==> src/rtl/dla_hld_ram_burst_reader.sv <==
// dla_hld_ram_burst_reader: credit-based burst reader with latency pipe and output FIFO; DLA_HLD_RAM_BURST_READER_PERF_EN adds perf_stall_cycles
module dla_hld_ram_burst_reader #(
  parameter int DEPTH = 1024,
  parameter int WIDTH = 32,
  parameter int READ_LATENCY = 3,
  parameter int FIFO_DEPTH = 8,
  parameter int LEN_W = 16,
  localparam int ADDR = DEPTH > 1 ? $clog2(DEPTH) : 1
) (
  input  logic             clock,
  input  logic             reset,
  input  logic             cmd_valid,
  output logic             cmd_ready,
  input  logic [ADDR-1:0]  cmd_address,
  input  logic [LEN_W-1:0] cmd_length,
  output logic [ADDR-1:0]  ram_address,
  output logic             ram_read_enable,
  output logic             ram_in_clock_en,
  output logic             ram_out_clock_en,
  input  logic [WIDTH-1:0] ram_readdata,
  output logic             out_valid,
  input  logic             out_ready,
  output logic [WIDTH-1:0] out_data,
  output logic             out_last,
  output logic             busy
`ifdef DLA_HLD_RAM_BURST_READER_PERF_EN
  , output logic [31:0]    perf_stall_cycles
`endif
);
  localparam int CW = $clog2(FIFO_DEPTH + 1);
  localparam int PW = FIFO_DEPTH > 1 ? $clog2(FIFO_DEPTH) : 1;
  if (FIFO_DEPTH < READ_LATENCY + 1) begin : g_bad_fifo
    $error("FIFO_DEPTH must be >= READ_LATENCY+1");
  end
  if (READ_LATENCY < 1 || READ_LATENCY > 8) begin : g_bad_lat
    $error("READ_LATENCY must be 1..8");
  end
  typedef enum logic {IDLE, ISSUE} state_t;
  state_t state;
  logic [ADDR-1:0] addr;
  logic [LEN_W-1:0] remaining;
  logic [CW-1:0] credits, count;
  logic [PW-1:0] wr_ptr, rd_ptr;
  logic rd_last;
  logic [READ_LATENCY-1:0] pipe_v, pipe_l;
  logic [WIDTH-1:0] fifo_data [FIFO_DEPTH];
  logic fifo_last [FIFO_DEPTH];
  logic issue, push, pop;
  assign issue = state == ISSUE && credits != '0;
  assign push = pipe_v[READ_LATENCY-1];
  assign pop = out_valid && out_ready;
  assign ram_in_clock_en = 1'b1;
  assign ram_out_clock_en = 1'b1;
  assign out_valid = count != '0;
  assign out_data = fifo_data[rd_ptr];
  assign out_last = out_valid && fifo_last[rd_ptr];
  // credits already account for every word in flight or queued
  assign busy = state == ISSUE || credits != CW'(FIFO_DEPTH);
  always_ff @(posedge clock) begin
    if (reset) begin
      state <= IDLE;
      cmd_ready <= 1'b1;
      ram_read_enable <= 1'b0;
      ram_address <= '0;
      rd_last <= 1'b0;
      addr <= '0;
      remaining <= '0;
      credits <= CW'(FIFO_DEPTH);
      pipe_v <= '0;
      pipe_l <= '0;
      wr_ptr <= '0;
      rd_ptr <= '0;
      count <= '0;
    end else begin
      ram_read_enable <= issue;
      if (issue) begin
        ram_address <= addr;
        rd_last <= remaining == LEN_W'(1);
        addr <= addr == ADDR'(DEPTH - 1) ? '0 : addr + ADDR'(1);
        remaining <= remaining - LEN_W'(1);
        if (remaining == LEN_W'(1)) begin
          state <= IDLE;
          cmd_ready <= 1'b1;
        end
      end
      if (state == IDLE && cmd_valid && cmd_length != '0) begin
        addr <= cmd_address;
        remaining <= cmd_length;
        state <= ISSUE;
        cmd_ready <= 1'b0;
      end
      credits <= credits + CW'(pop) - CW'(issue);
      pipe_v <= READ_LATENCY'({pipe_v, ram_read_enable});
      pipe_l <= READ_LATENCY'({pipe_l, rd_last});
      if (push) wr_ptr <= wr_ptr == PW'(FIFO_DEPTH - 1) ? '0 : wr_ptr + PW'(1);
      if (pop) rd_ptr <= rd_ptr == PW'(FIFO_DEPTH - 1) ? '0 : rd_ptr + PW'(1);
      count <= count + CW'(push) - CW'(pop);
    end
  end
  always_ff @(posedge clock) begin
    if (push) begin
      fifo_data[wr_ptr] <= ram_readdata;
      fifo_last[wr_ptr] <= pipe_l[READ_LATENCY-1];
    end
  end
`ifdef DLA_HLD_RAM_BURST_READER_PERF_EN
  always_ff @(posedge clock) begin
    if (reset) perf_stall_cycles <= '0;
    else if (state == ISSUE && credits == '0 && perf_stall_cycles != '1) perf_stall_cycles <= perf_stall_cycles + 32'd1;
  end
`endif
endmodule
==> config.mk <==
export PLATFORM = sky130hd
export DESIGN_NAME = dla_hld_ram_burst_reader
export DESIGN_NICKNAME = d
export VERILOG_FILES = /design/src/rtl/dla_hld_ram_burst_reader.sv
export SDC_FILE = /design/constraint.sdc
export NUM_CORES = 1
export LEC_CHECK = 0
export CAP_MARGIN = 40
export CELL_PAD_IN_SITES_DETAIL_PLACEMENT = 1
export CELL_PAD_IN_SITES_GLOBAL_PLACEMENT = 1
export CORE_MARGIN = 4
export CORE_UTILIZATION = 45
export CTS_BUF_LIST = sky130_fd_sc_hd__clkbuf_2 sky130_fd_sc_hd__clkbuf_4 sky130_fd_sc_hd__clkbuf_8
export DETAILED_ROUTE_END_ITERATION = 10
export PLACE_DENSITY_LB_ADDON = 0.25
export SYNTH_ARGS = -nofsm -noshare
export SYNTH_HDL_FRONTEND = slang
export SYNTH_SLANG_ARGS = --single-unit
==> constraint.sdc <==
create_clock -name clock -period 10.5 [get_ports clock]
set_input_delay 2.1 -clock clock [delete_from_list [all_inputs] [get_ports clock]]
set_output_delay 2.1 -clock clock [all_outputs]
set_load 0.02 [all_outputs]
Word-level counts from Yosys, hierarchy flattened
Memory sizes are Yosys's and may differ from the RTL's. A register that Yosys moved wholly into a read port is not among the register bits.
Cells that the tools add are included.
{ "totals": {"register_bits": 60, "latch_bits": 0, "mem_bits_rw": 264, "mem_bits_ro": 0, "in_bits": 62, "output_inout_bits": 49, "memories": 2} }
{ "classes": {"addsub": 8, "multipliers": 0, "div_mod_pow": 0, "n_lt_le_gt_ge": 0, "eq_ne": 5, "shift": 0, "mux": 19, "bitwise_logic": 1, "n_reduce_logical": 12} }
{ "memory_table": {"columns": ["name", "words", "word_bits", "rd", "rd_ports_with_merged_regs", "wr", "line_no", "source"], "rows": [
  ["fifo_data", 8, 32, 1, 1, 1, "46", "logic [WIDTH-1:0] fifo_data [FIFO_DEPTH];"],
  ["fifo_last", 8, 1, 1, 1, 1, "47", "logic fifo_last [FIFO_DEPTH];"]
]} }
{ "op_table": {"columns": ["cell", "count"], "rows": [
  ["$mux W16", 2],
  ["$mux W10", 3],
  ["$mux W3", 6],
  ["$eq A16 B1 Y1 const B", 1],
  ["$reduce_bool A16 Y1", 1],
  ["$sub A16 B1 Y16 const B", 1],
  ["$add A10 B1 Y10 const B", 1],
  ["$eq A10 B10 Y1 const B", 1],
  ["$add A4 B1 Y4", 2],
  ["$mux W1", 8],
  ["$reduce_bool A4 Y1", 2],
  ["$sub A4 B1 Y4", 2],
  ["$add A3 B1 Y3 const B", 2],
  ["$eq A3 B3 Y1 const B", 2],
  ["$logic_and A1 B1 Y1", 5],
  ["$ne A4 B4 Y1 const B", 1],
  ["$reduce_bool A2 Y1", 2],
  ["$reduce_and A2 Y1", 1],
  ["$logic_or A1 B1 Y1", 1],
  ["$not A1 Y1", 1]
]} }

Logic depth before layout (Yosys ltp)
{ "logic_depth": {"word_depth": 5, "mapped_depth": 13} }

Worst setup path after synthesis
OpenSTA, ideal clock, no wires.
{ "synth_path": {"kind": "reg-to-output", "start": "register with a tool-made name", "end": "output out_data[0]", "arrival_time_ns": 1.929, "setup_slack_ns": 6.471, "path_stages_with_launch": 5, "path_buffers": 2, "cell_sequence": "dfxtp_1 -> buf_1 -> buf_2 -> mux4_2 -> mux2_2"} }
{ "synth_rtl": {"columns": ["item", "line_no", "source"], "rows": [
  ["end, declared", "23", "output logic [WIDTH-1:0] out_data,"]
]} }

==> reports/metrics.csv <==
metric;value;unit
run status;finished, final reports clean;
Die X;178;um
DRT iter0 DRCs;420;
gp weighted congestion;0.827;
Clock transition at path regs;0.06;ns
die area;0.0317;mm^2
CTS tree;built;
sequential area share after synthesis;0.705;
Cell Rows;62;
WL/cell;21.6;um
Synth Register Bits;327;
most common cell after layout, fill and taps aside;edfxtp_1;
Yosys cell types;54;
largest net degree at the start of global routing;48;
met1 usage;0.241;
Avg Cell Area, Syn;17.1;um^2
Vias/cell;5.48;
Post-CTS Setup Bufs;0;
met2 usage;0.322;
Warnings, synthesis;0;
antenna violations before repair;0;
Final Hold Viols;0;
clock sinks;327;
Post-synth top flop;edfxtp_1;
RSZ-0062 raised after global routing;false;
clk buf depth;3;
Port-buffer cells;108;
Initial Utilization;0.455;
Netlist Area Pre-Place;0.0130;mm^2
routed vias;7257;
Worst setup SP type;register;
fin crit share;0.504;
area leader, netlist;edfxtp_1;
layout cells sized above 1;0.237;
synth top area cells;edfxtp_1 (61%), mux4_2 (11%), dfxtp_1 (9.7%);
commonest cells after routing, fill and taps aside;edfxtp_1 (264), clkdlybuf4s50_1 (107), mux4_2 (66);
Power Density;204;mW/mm^2
htree depth;2;
Setup violations, final;0;
maximum VDD drop;0.0000962;V
Synth top area share;0.608;
Worst EP arrival;3.19;ns
Hold Crit Class;register to register;
placed wire-length estimate;17900;um
Core Util, Final;0.552;
M3 GR Usage;0.0335;
max frequency;0.189;GHz
die extent in y;178;um
Final Skew;0.0123;ns
first-pass GRT wire length;45200;um
core area;0.0286;mm^2
number of synthesized flops with an enable pin;264;
drt drc;0;
overall routing resource usage;0.184;
busiest grt layer;met2;
I/O pin total;111;
area grow syn2layout;21.2;%
vias in the first global route;8075;
Post-DRT Antenna Nets;0;
# diodes;0;
Final #Nets;979;
Slew @ Worst Pin;0.978;ns
hold buffer count at CTS;0;
Post-CTS Resized;0;
Critical Path Sink Type;output pin;
first-pass detailed-route iteration total;4;
clk_lat worst skew;0.56;ns
Inserted Clock Buffers;53;
Slew Limit Headroom;0.348;
post-layout min period;5.29;ns
Gate Count Post-Synth;762;
Setup TNS;0;ns
critical setup path kind;register to output pin;
Hold WS;0.440;ns
Req. time, crit path;8.40;ns
clock root buffer;clkbuf_8;
crit-path max FO;41;
maxcap violations;0;
Async SR Flop Fraction;0;
Final Max Tran Viols;0;
routed wire length;28600;um
Congestion Overflow GR;0;
P_leak;5.09;nW
## stage by stage
step	total power (W)	std cells	area, um^2	setup slack, ns
detailed placement	0.00215	1227	14700	5.71
global route	0.00338	1325	15800	4.99
floorplan	0.00192	763	13000	6.47
global placement	0.00210	1221	14500	5.47
finish	0.00322	1325	15800	5.21
CTS	0.00326	1325	15800	5.09
## sequential cells by signal (all words and copies together) (netlist names), named ones only
| name | flops |
|---|---|
| addr | 10 |
| cmd_ready | 1 |
| count | 4 |
| credits | 4 |
| fifo_data | 256 |
| fifo_last | 8 |
| pipe_l | 3 |
| pipe_v | 3 |
| ram_address | 10 |
| ram_read_enable | 1 |
| rd_last | 1 |
| rd_ptr | 3 |
| remaining | 16 |
| state | 1 |
| wr_ptr | 3 |
## path summary, 6_finish.rpt
| path | start | endpoint | slack (ns) | cells past startpoint |
|---|---|---|---|---|
| hold / removal | pipe_v[0]$_SDFF_PP0_ | pipe_v[1]$_SDFF_PP0_ | 0.44 | 1 |
| hold reg to reg | pipe_v[0]$_SDFF_PP0_ | pipe_v[1]$_SDFF_PP0_ | 0.44 | 1 |
| setup reg to reg | credits[2]$_SDFF_PP0_ | credits[2]$_SDFF_PP0_ | 7.54 | 12 |
| setup / recovery | register | out_data[12] | 5.21 | 5 |
## power by group
part | leakage, nW | internal, W | switching (W) | total, W
registers | 2.90 | 0.00143 | 0.0000393 | 0.00147
logic | 1.61 | 0.000331 | 0.000305 | 0.000636
clock network | 0.578 | 0.000628 | 0.000480 | 0.00111
total | 5.09 | 0.00239 | 0.000824 | 0.00322
## critical path, cell delays in order, from the launching register on
cell             delay (ns)
dfxtp_4                0.50
buf_4                  0.36
buf_16                 0.34
mux4_2                 0.55
mux2_2                 0.30
clkdlybuf4s50_1        0.56
## logic make-up after synthesis
logic type | synth area share
flops | 0.705
other cells | 0.000288
buf+inv | 0.0193
xor+xnor | 0.00336
mux | 0.145
compound gates | 0.0437
simple gates | 0.0639
fa+ha+maj | 0.0194
## cell type report
| class | count | area [um^2] |
|---|---|---|
| fill | 2634 | 12800 |
| clock buffer | 70 | 888 |
| multi-input combinational | 375 | 3660 |
| inverter | 17 | 63.8 |
| sequential | 327 | 9200 |
| tap | 384 | 480 |
| timing repair buffer | 124 | 1280 |
| clock inverter | 28 | 219 |
## cells in the mapped netlist (3+ instances only)
master,number
nor2b_1,10
nand4_1,5
nor2_1,18
mux4_2,66
mux2i_1,3
xor2_1,3
nand2b_1,5
and4_1,3
or3b_2,3
a31oi_1,17
o21ai_0,4
ha_1,17
nor4_1,7
o311ai_0,4
or2_2,3
clkbuf_1,26
inv_1,16
mux2_2,33
dfxtp_1,63
nand3_1,19
edfxtp_1,264
or3_1,8
nor3_1,7
a21oi_1,28
buf_1,4
or4_1,10
buf_2,12
o211ai_1,9
a22oi_1,3
nand2_1,56
## layer usage
layer	part of all wire	routed length [um]
met2	0.52	15000
met3	0.038	1100
met1	0.42	12100
met5	0	0
met4	0.015	415
No activity file was read; power rests on OpenSTA's default activity.
